==> config.mk <==
export PLATFORM = sky130hd
export DESIGN_NAME = three_parallel_serializer_flat
export DESIGN_NICKNAME = d
export VERILOG_FILES = /design/src/rtl/three_parallel_serializer_if.sv /design/src/rtl/three_parallel_serializer.sv /design/src/flat_wrapper.sv
export SDC_FILE = /design/constraint.sdc
export NUM_CORES = 1
export LEC_CHECK = 0
export ABC_AREA = 1
export BUFFER_PORTS_ARGS = -buffer_cell sky130_fd_sc_hd__buf_2
export CAP_MARGIN = 20
export CORE_AREA = 2 2 200 202
export DETAILED_ROUTE_END_ITERATION = 16
export DIE_AREA = 0 0 202 204
export PLACE_DENSITY = 0.6
export SYNTH_ARGS = -nofsm -noshare
export SYNTH_HDL_FRONTEND = slang
export SYNTH_SLANG_ARGS = --single-unit
==> constraint.sdc <==
create_clock -name clk -period 12.2 [get_ports clk]
set_input_delay 1.22 -clock clk [delete_from_list [all_inputs] [get_ports clk]]
set_output_delay 1.22 -clock clk [all_outputs]
set_load 0.05 [all_outputs]
==> src/rtl/three_parallel_serializer_if.sv <==
// Block-in / sample-out stream bundle for the three-lane serializer.
// The block side carries three lane samples; the sample side is a valid/ready stream.
interface three_parallel_serializer_if #(
  parameter int ACC_W = 64,
  parameter int OUT_W = 16
);
  logic                    blk_valid;
  logic                    blk_ready;
  logic signed [ACC_W-1:0] blk_y0;
  logic signed [ACC_W-1:0] blk_y1;
  logic signed [ACC_W-1:0] blk_y2;
  logic                    out_valid;
  logic                    out_ready;
  logic signed [OUT_W-1:0] out_data;
  logic                    out_last;

  modport master (
    output blk_valid, blk_y0, blk_y1, blk_y2, out_ready,
    input  blk_ready, out_valid, out_data, out_last
  );

  modport slave (
    input  blk_valid, blk_y0, blk_y1, blk_y2, out_ready,
    output blk_ready, out_valid, out_data, out_last
  );
endinterface

==> src/rtl/three_parallel_serializer.sv <==
// Two-deep block buffer feeding a three-lane serializer with round-half-up and
// saturation from Q-scaled accumulator lanes to OUT_W-bit samples.
module three_parallel_serializer #(
  parameter int ACC_W = 64,
  parameter int FRAC  = 31,
  parameter int OUT_W = 16
) (
  input  logic                        clk,
  input  logic                        rst,
  three_parallel_serializer_if.slave  bus,
  output logic [15:0]                 sat_count
);

  typedef enum logic {IDLE, EMIT} state_t;

  localparam logic signed [ACC_W:0] HALF =
    {{(ACC_W-FRAC+1){1'b0}}, 1'b1, {(FRAC-1){1'b0}}};
  localparam logic signed [ACC_W:0] SAT_MAX =
    {{(ACC_W-OUT_W+2){1'b0}}, {(OUT_W-1){1'b1}}};
  localparam logic signed [ACC_W:0] SAT_MIN =
    {{(ACC_W-OUT_W+2){1'b1}}, {(OUT_W-1){1'b0}}};

  logic signed [ACC_W-1:0] mem [2][3];
  logic                    wr_ptr;
  logic                    rd_ptr;
  logic [1:0]              count;
  logic [1:0]              lane;
  state_t                  state;
  logic signed [OUT_W-1:0] data_q;
  logic                    last_q;
  logic                    sat_q;

  logic                    push;
  logic                    xfer;
  logic                    pop;
  logic [1:0]              lane_nxt;
  logic signed [ACC_W-1:0] src;
  logic signed [ACC_W:0]   rsum;
  logic signed [ACC_W:0]   rshift;
  logic signed [OUT_W-1:0] data_nxt;
  logic                    sat_nxt;

  assign bus.blk_ready = (count != 2'd2);
  assign bus.out_valid = (state == EMIT);
  assign bus.out_data  = data_q;
  assign bus.out_last  = last_q;

  assign push     = bus.blk_valid && bus.blk_ready;
  assign xfer     = bus.out_valid && bus.out_ready;
  assign pop      = xfer && (lane == 2'd2);
  assign lane_nxt = lane + 2'd1;

  // Pick the sample to register next; on a lane-2 pop with a single buffered
  // block the incoming block is forwarded so the stream has no bubble.
  always_comb begin
    src = mem[rd_ptr][0];
    if (xfer && !pop) begin
      src = mem[rd_ptr][lane_nxt];
    end else if (pop) begin
      src = (count == 2'd1) ? bus.blk_y0 : mem[~rd_ptr][0];
    end

    rsum    = {src[ACC_W-1], src} + HALF;
    rshift  = rsum >>> FRAC;
    sat_nxt = (rshift > SAT_MAX) || (rshift < SAT_MIN);
    if (rshift > SAT_MAX) begin
      data_nxt = {1'b0, {(OUT_W-1){1'b1}}};
    end else if (rshift < SAT_MIN) begin
      data_nxt = {1'b1, {(OUT_W-1){1'b0}}};
    end else begin
      data_nxt = rshift[OUT_W-1:0];
    end
  end

  // NOTE: the block storage is deliberately not reset; count and the pointers
  // alone define which entries are live, so clearing them empties the buffer.
  always_ff @(posedge clk) begin
    if (push) begin
      mem[wr_ptr][0] <= bus.blk_y0;
      mem[wr_ptr][1] <= bus.blk_y1;
      mem[wr_ptr][2] <= bus.blk_y2;
    end
  end

  always_ff @(posedge clk) begin
    if (rst) begin
      state     <= IDLE;
      wr_ptr    <= 1'b0;
      rd_ptr    <= 1'b0;
      count     <= 2'd0;
      lane      <= 2'd0;
      data_q    <= '0;
      last_q    <= 1'b0;
      sat_q     <= 1'b0;
      sat_count <= 16'd0;
    end else begin
      if (push) wr_ptr <= ~wr_ptr;
      if (pop)  rd_ptr <= ~rd_ptr;

      case ({push, pop})
        2'b10:   count <= count + 2'd1;
        2'b01:   count <= count - 2'd1;
        default: count <= count;
      endcase

      if (xfer && sat_q && (sat_count != 16'hFFFF)) begin
        sat_count <= sat_count + 16'd1;
      end

      case (state)
        IDLE: begin
          if (count != 2'd0) begin
            state  <= EMIT;
            lane   <= 2'd0;
            data_q <= data_nxt;
            sat_q  <= sat_nxt;
            last_q <= 1'b0;
          end
        end
        EMIT: begin
          if (xfer && !pop) begin
            lane   <= lane_nxt;
            data_q <= data_nxt;
            sat_q  <= sat_nxt;
            last_q <= (lane_nxt == 2'd2);
          end else if (pop) begin
            lane   <= 2'd0;
            last_q <= 1'b0;
            if ((count == 2'd2) || push) begin
              data_q <= data_nxt;
              sat_q  <= sat_nxt;
            end else begin
              state <= IDLE;
            end
          end
        end
      endcase
    end
  end

endmodule

==> src/flat_wrapper.sv <==
// flat-port wrapper written by rule: the top's interface ports become plain ports
module three_parallel_serializer_flat 
#(
  parameter int ACC_W = 64,
  parameter int FRAC  = 31,
  parameter int OUT_W = 16
)
  (clk, rst, sat_count, bus_blk_valid, bus_blk_y0, bus_blk_y1, bus_blk_y2, bus_out_ready, bus_blk_ready, bus_out_valid, bus_out_data, bus_out_last);
  three_parallel_serializer_if #(.ACC_W(ACC_W), .OUT_W(OUT_W)) bus_i ();
  input  logic clk;
  input  logic rst;
  output logic [15:0] sat_count;
  input wire logic [$bits(bus_i.blk_valid)-1:0] bus_blk_valid;
  input wire logic [$bits(bus_i.blk_y0)-1:0] bus_blk_y0;
  input wire logic [$bits(bus_i.blk_y1)-1:0] bus_blk_y1;
  input wire logic [$bits(bus_i.blk_y2)-1:0] bus_blk_y2;
  input wire logic [$bits(bus_i.out_ready)-1:0] bus_out_ready;
  output wire logic [$bits(bus_i.blk_ready)-1:0] bus_blk_ready;
  output wire logic [$bits(bus_i.out_valid)-1:0] bus_out_valid;
  output wire logic [$bits(bus_i.out_data)-1:0] bus_out_data;
  output wire logic [$bits(bus_i.out_last)-1:0] bus_out_last;
  assign bus_i.blk_valid = bus_blk_valid;
  assign bus_i.blk_y0 = bus_blk_y0;
  assign bus_i.blk_y1 = bus_blk_y1;
  assign bus_i.blk_y2 = bus_blk_y2;
  assign bus_i.out_ready = bus_out_ready;
  assign bus_blk_ready = bus_i.blk_ready;
  assign bus_out_valid = bus_i.out_valid;
  assign bus_out_data = bus_i.out_data;
  assign bus_out_last = bus_i.out_last;
  three_parallel_serializer #(.ACC_W(ACC_W), .FRAC(FRAC), .OUT_W(OUT_W)) u_core (.clk(clk), .rst(rst), .bus(bus_i), .sat_count(sat_count));
endmodule
Word-level counts from Yosys, hierarchy flattened
Memories as Yosys holds them, arrays and structs flattened. A register that Yosys moved wholly into a read port is not among the register bits.
Cells that the tools add are included.
{"block": "totals", "register_bits": 41, "ramBits": 384, "in_bits": 196, "out_inout_bits": 35, "word_cells": 82, "mem_count": 1}
{"block": "classes", "addsub": 5, "order_cmp": 3, "eq_ne": 11, "muxes": 36, "bitwise": 4, "reduce_logical": 13}
{"memory": "u_core.mem", "words": 2, "width": 192, "rd": 2, "rd_clocked_by_memory_dff": 1, "write_ports": 1, "line_no": "three_parallel_serializer.sv:23", "text": "logic signed [ACC_W-1:0] mem [2][3];"}
{"cell": "2-to-1 mux 64 bit", "n": 5}
{"cell": "binary-select mux 64 bit (select 2 bit)", "n": 1}
{"cell": "2-to-1 mux 16 bit", "n": 6}
{"cell": "adder 64 x 32 -> 65 bit (second input constant)", "n": 1}
{"cell": "greater-than comparator 34 x 16 -> 1 bit (second input constant)", "n": 1}
{"cell": "< comparator 34 x 16 -> 1 bit (second input constant)", "n": 1}
{"cell": "case mux 16 bit (2 select lines)", "n": 1}
{"cell": "adder 16 x 1 -> 16 bit (second input constant)", "n": 1}
{"cell": "!= test 16 bit (second input constant)", "n": 1}
{"cell": "2-to-1 mux 1 bit", "n": 15}
{"cell": "== test 2 bit (second input constant)", "n": 4}
{"cell": "case mux 2 bit (2 select lines)", "n": 2}
{"cell": "logical AND 1 bit", "n": 6}
{"cell": "2-to-1 mux 2 bit", "n": 3}
{"cell": "!= test 3 bit (second input constant)", "n": 2}
{"cell": "case mux 1 bit (2 select lines)", "n": 3}
{"cell": "adder 2 x 1 -> 2 bit (second input constant)", "n": 2}
{"cell": "== test 2 x 1 -> 1 bit (second input constant)", "n": 2}
{"cell": "nonzero test 2 bit", "n": 2}
{"cell": "greater-or-equal comparator 3 bit (second input constant)", "n": 1}
{"cell": "inverter 1 bit", "n": 3}
{"cell": "inverter 2 -> 3 bit", "n": 1}
{"cell": "AND reduction 3 bit", "n": 1}
{"cell": "logical OR 1 bit", "n": 2}
{"cell": "5 further kinds", "n": 5}

Depth between registers and ports, before layout
{"block": "logic_depth", "depth_word": 14, "ltp_mapped": 33, "ltp_nobuf": 27}

Worst setup path after synthesis
Ideal clock, no wire load.
{"block": "synth_path", "kind": "input port to flip-flop", "startpoint": "in bus_blk_valid", "endpoint": "mem u_core.mem[1][100] (netlist bit), enable pin", "setup_ps": 566, "arrival_ps": 5604, "t_required_ps": 11634, "slack_ps": 6031, "stages": 2, "n_path_buf": 0, "cell_sequence": "nand2_1 nor2_1"}
{"block": "synth_via", "elab_chain_cells": 3}
{"item": "start, declared", "line_no": "flat_wrapper.sv:13", "text": "input wire logic [$bits(bus_i.blk_valid)-1:0] bus_blk_valid;"}
{"item": "logical AND 1 bit", "line_no": "three_parallel_serializer.sv:48", "text": "assign push = bus.blk_valid && bus.blk_ready;"}
{"item": "2-to-1 mux 1 bit", "line_no": "three_parallel_serializer.sv:78", "text": "if (push) begin"}
{"item": "2-to-1 mux 1 bit (not written as such)", "line_no": "three_parallel_serializer.sv:80", "text": "mem[wr_ptr][1] <= bus.blk_y1;"}
{"item": "end, declared", "line_no": "three_parallel_serializer.sv:23"}
Every way passes these cells.

Worst setup path in the final report
{"block": "layout_path", "startpoint": "reg u_core.lane[0]", "endpoint": "reg u_core.data_q[11] (netlist: u_core.bus.out_data[11])"}
{"block": "layout_via", "elab_chain_cells": 14, "elab_cells_between_ends": 24, "classes_between": "add/sub: 2; order compare: 2; eq/ne: 3; mux: 12; bitwise: 1; reduce/logical: 4"}
{"item": "start, declared", "line_no": "three_parallel_serializer.sv:27", "text": "logic [1:0] lane;"}
{"item": "start signal, assigned", "line_no": "three_parallel_serializer.sv:122", "text": "lane <= lane_nxt;"}
{"item": "adder 2 x 1 -> 2 bit", "line_no": "three_parallel_serializer.sv:51", "text": "assign lane_nxt = lane + 2'd1;"}
{"item": "inverter 2 -> 3 bit (not written as such)", "line_no": "three_parallel_serializer.sv:58", "text": "src = mem[rd_ptr][lane_nxt];"}
{"item": "binary-select mux 64 bit (select 2 bit)", "line_no": "three_parallel_serializer.sv:58"}
{"item": "2-to-1 mux 64 bit (not written as such) (2 in series)", "line_no": "three_parallel_serializer.sv:58"}
{"item": "2-to-1 mux 64 bit", "line_no": "three_parallel_serializer.sv:57", "text": "if (xfer && !pop) begin"}
{"item": "adder 64 x 32 -> 65 bit", "line_no": "three_parallel_serializer.sv:63", "text": "rsum = {src[ACC_W-1], src} + HALF;"}
{"item": "< comparator 34 x 16 -> 1 bit", "line_no": "three_parallel_serializer.sv:68", "text": "end else if (rshift < SAT_MIN) begin"}
{"item": "2-to-1 mux 16 bit", "line_no": "three_parallel_serializer.sv:68"}
{"item": "2-to-1 mux 16 bit", "line_no": "three_parallel_serializer.sv:66", "text": "if (rshift > SAT_MAX) begin"}
{"item": "2-to-1 mux 16 bit", "line_no": "three_parallel_serializer.sv:129", "text": "if ((count == 2'd2) || push) begin"}
{"item": "2-to-1 mux 16 bit", "line_no": "three_parallel_serializer.sv:126", "text": "end else if (pop) begin"}
{"item": "2-to-1 mux 16 bit", "line_no": "three_parallel_serializer.sv:121", "text": "if (xfer && !pop) begin"}
{"item": "case mux 16 bit (2 select lines)", "line_no": "three_parallel_serializer.sv:110", "text": "case (state)"}
{"item": "end signal, assigned", "line_no": "three_parallel_serializer.sv:115", "text": "data_q <= data_nxt;"}
{"item": "end signal, assigned", "line_no": "three_parallel_serializer.sv:123", "text": "data_q <= data_nxt;"}
{"item": "end signal, assigned", "line_no": "three_parallel_serializer.sv:130", "text": "data_q <= data_nxt;"}
{"item": "end, declared", "line_no": "three_parallel_serializer.sv:29", "text": "logic signed [OUT_W-1:0] data_q;"}
Several ways; a longest one is shown, not always the timed one. The select of a mux whose other input is x is not followed.
A chain may end at the register's enable or synchronous reset.

==> results by group <==
Run status
  • Status: finished clean

Global route
  • Grt total ovfl: 0
  • Gr usage total: 18.2%
  • Initial antenna violation count: 7
  • Largest net degree at the start of global routing: between 70 and 80
  • Vias in the first global route: 10931
  • First-pass GRT wire length: 59000 um

Final layout
  • Final Net Count: between 2000 and 2500
  • Multi-input gate area: 5220 um2
  • Finished Core Util: roughly 40%
  • Storage element area: about 7000 um2
  • Share of layout cells above drive strength 1: between 10% and 20%
  • Fillers: 3990
  • Synthesis-to-finish area growth: 14.4%

STA
  • Final worst path period share: 41.2%
  • Tmin final: roughly 5.0 ns
  • Clock Skew: approximately 0.027 ns
  • Worst Max-Slew Pin Slew: ~1.1 ns
  • Setup TNS: 0 ns
  • Peak Freq: approximately 0.2 GHz
  • Hold Vio Cnt, Final: 0
  • Max-slew headroom: 28.0%
  • Slew Limit Fails: 0
  • RSZ-0062 raised after global routing: false
  • # setup viols final: 0

Die
  • Top-Level Pins: ~230
  • Initial core utilization: approximately a third
  • DIE AREA: 41200 um2
  • Core ar.: 39200 um2
  • Chip width: around 200 um
  • Rows: 73
  • Die height: ~200 um

Synthesis
  • Netlist Area Pre-Place: around 14000 um2
  • Top cell type's share of synthesized area: around 45%
  • Async SR Flop Fraction: 0%
  • Synth top cells by count: nand2_1 (589), inv_1 (227), edfxtp_1 (204), nand3_1 (189), nor2_1 (119)
  • Sequential area share after synthesis: slightly above 50%
  • Ys Warns: 0
  • Area leader, netlist: edfxtp_1
  • EDFF count, synth: 204
  • Synth unique cells: 46
  • Cells after synthesis: between 1500 and 2000
  • Synth Flop Type: edfxtp_1
  • #FFs+latches synth: about 250
  • Most frequent cell after synthesis: nand2_1
  • Synth Area per Inst: about 8.0 um2
  • Synthesized Nets: about 1900
  • Top cells by area, synth: edfxtp_1 (45%), nand2_1 (16%), nand3_1 (7.0%), inv_1 (6.3%), dfxtp_1 (6.2%)

Detailed routing
  • Via/cell ratio: approximately 4.8
  • Via Count: between 10000 and 15000
  • Initial DRC Count: 954
  • ANT nets after route: 0
  • DRT Wirelength: ~38000 um
  • Routed WL per cell: roughly 16 um
  • Residual DRC: 0
  • 1st-pass router iterations: 5

Worst hold path
  • Hold_sp: u_core.bus.out_last$_SDFFE_PP0P_
  • Min-Delay Path Class: flip-flop to flip-flop

Power and ir drop
  • Pwr dens: about 150 nW/um2
  • Worst vdd ir: about 0.1 mV
  • Pleak: 0.00720 uW

Clock tree
  • CTS buffer count: 29
  • Hold Buf Count CTS: 0
  • CTS tree: done
  • CTS Buffer Depth: 3
  • Worst-path clk slew: 0.06 ns
  • Worst skew pair latency: 0.57 ns
  • Clk sinks: around 250
  • Post-CTS Setup Repair Bufs: 0
  • CTS root buffer: clkbuf_16
  • Post_cts resized: 0
  • H-Tree Depth: 1

Placed design
  • Port Buf Inserts: 140
  • HPWL after DPL: about 24000 um
  • Routability cong.: 0.857

Worst setup path
  • Crit-path max cell delay: 0.57 ns
  • RR Endpoint: u_core.bus.out_data[11]$_SDFFE_PP0P_
  • Worst setup SP type: flip-flop
  • Reg2reg setup slack: between 7 and 8 ns
  • Reg2reg start: u_core.lane[0]$_SDFFE_PP0P_
  • Worst Path Arrival: 5.44 ns
  • Critical Path Sink: u_core.bus.out_data[11]$_SDFFE_PP0P_
  • R2R cell count: 22
  • Stages on the worst setup path: 22
  • WP buf/inv: 3
  • Critical path peak fanout: 36
  • Critical path cell sequence: inv_4, ha_1, buf_4, nor2_8, o211ai_1, nand2_1, inv_1, a21oi_2, ha_1, nand3_1, nor2_1, nand2_1, nor3_2, nand2_1, nand2_1, nand2_1, nor2_1, nand2_1, nor2_1, nand2_1, a21oi_4, a21oi_1
  • Crit Path Class: flip-flop to flip-flop
  • Setup crit start: u_core.lane[0]$_SDFFE_PP0P_
  • Crit path max-delay family: simple AND/OR/NAND/NOR gates
  • CP endpoint kind: flip-flop
  • Worst path slowest cell: nor2_8
  • Most used cell, CP: nand2_1
  • Required @ worst endpoint: 12.61 ns

Job
  • Max-cap violations: 0
==> stage by stage <==
step	hold slack, ns	total power [uW]	area (um2)	instances	setup slack (ns)
2_1_floorplan	0.500	1340	13600	1687	6.03
3_3_place_gp	0.450	1450	14600	2297	7.12
3_5_place_dp	0.460	1460	14600	2297	7.07
4_1_cts	0.470	2340	15500	2350	7.05
5_1_grt	0.480	2420	15500	2352	6.68
6_report	0.468	2310	15500	2355	7.17
==> where the power goes <==
part           switching (uW)  total [uW]  internal [uW]
logic                     320         435            115
clock network             346         867            522
registers                22.7        1010            986
==> layer usage <==
layer	vias to the layer above	GRT usage, %	wire length, um
li1	5643	-	-
met1	5203	24.7	17300
met2	311	29.8	17400
met3	52	3.35	2300
met4	4	4.70	576
met5	-	0	27
==> worst min path at each step <==
stage	endpoint	slack [ns]	depth (start not counted)
after CTS	u_core.bus.out_data[15]$_SDFFE_PP0P_	0.47	2
after global placement	u_core.bus.out_last$_SDFFE_PP0P_	0.45	2
after detailed placement	u_core.bus.out_last$_SDFFE_PP0P_	0.46	2
after floorplan	u_core.wr_ptr$_SDFFE_PP0P_	0.50	2
final	u_core.bus.out_last$_SDFFE_PP0P_	0.47	2
after global routing	u_core.bus.out_last$_SDFFE_PP0P_	0.48	2
==> cell usage in the layout (no fill, tap or decap), drive strengths merged, types with 11 or more instances in the layout <==
| master | n |
|---|---|
| nand2 | 612 |
| inv | 241 |
| edfxtp | 204 |
| nand3 | 189 |
| buf | 151 |
| nor2 | 145 |
| a21oi | 71 |
| dfxtp | 42 |
| clkbuf | 36 |
| o21ai | 34 |
| nand4 | 19 |
| clkinv | 13 |
| xor2 | 11 |
==> logic make-up (layout without fill, tap and decap cells) <==
group,Yosys count,after routing,synth area share (%)
simple gates,986,986,31.2
buf+inv,307,445,10.2
flops,246,246,51.4
compound gates,119,119,5.11
xor+xnor,19,19,1.23
fa+ha+maj,8,8,0.739
mux,2,2,0.148
other cells,0,5,0
==> area by class of cell <==
class | count | share of cell area (%)
Antenna cell | 5 | 0.0807
Sequential cell | 246 | 44.9
Inverter | 241 | 5.91
Clock buffer | 36 | 4.85
Clock inverter | 17 | 1.26
Multi-Input combinational cell | 1134 | 33.7
Tap cell | 525 | 4.24
Timing Repair Buffer | 151 | 5.05
==> flip-flops by register name, summed over array words and instances (netlist names), named ones only <==
| name | flops |
|---|---|
| u_core.count | 2 |
| u_core.lane | 2 |
| u_core.wr_ptr | 1 |
| u_core.sat_count | 16 |
| u_core.bus.out_last | 1 |
| u_core.bus.out_valid | 1 |
| u_core.sat_q | 1 |
| u_core.mem | 204 |
| u_core.bus.out_data | 16 |
| u_core.rd_ptr | 1 |
==> worst register-to-register path, cell delays in order (launching register included) <==
cell and delay [ns]:
dfxtp_1 0.33, inv_4 0.44, ha_1 0.33, buf_4 0.32, nor2_8 0.58, o211ai_1 0.22, nand2_1 0.11, inv_1 0.07
a21oi_2 0.17, ha_1 0.20, nand3_1 0.12, nor2_1 0.26, nand2_1 0.22, nor3_2 0.30, nand2_1 0.10, nand2_1 0.09
nand2_1 0.05, nor2_1 0.08, nand2_1 0.07, nor2_1 0.09, nand2_1 0.12, a21oi_4 0.49, a21oi_1 0.13
Note: power is estimated with default switching activity, not from simulation.
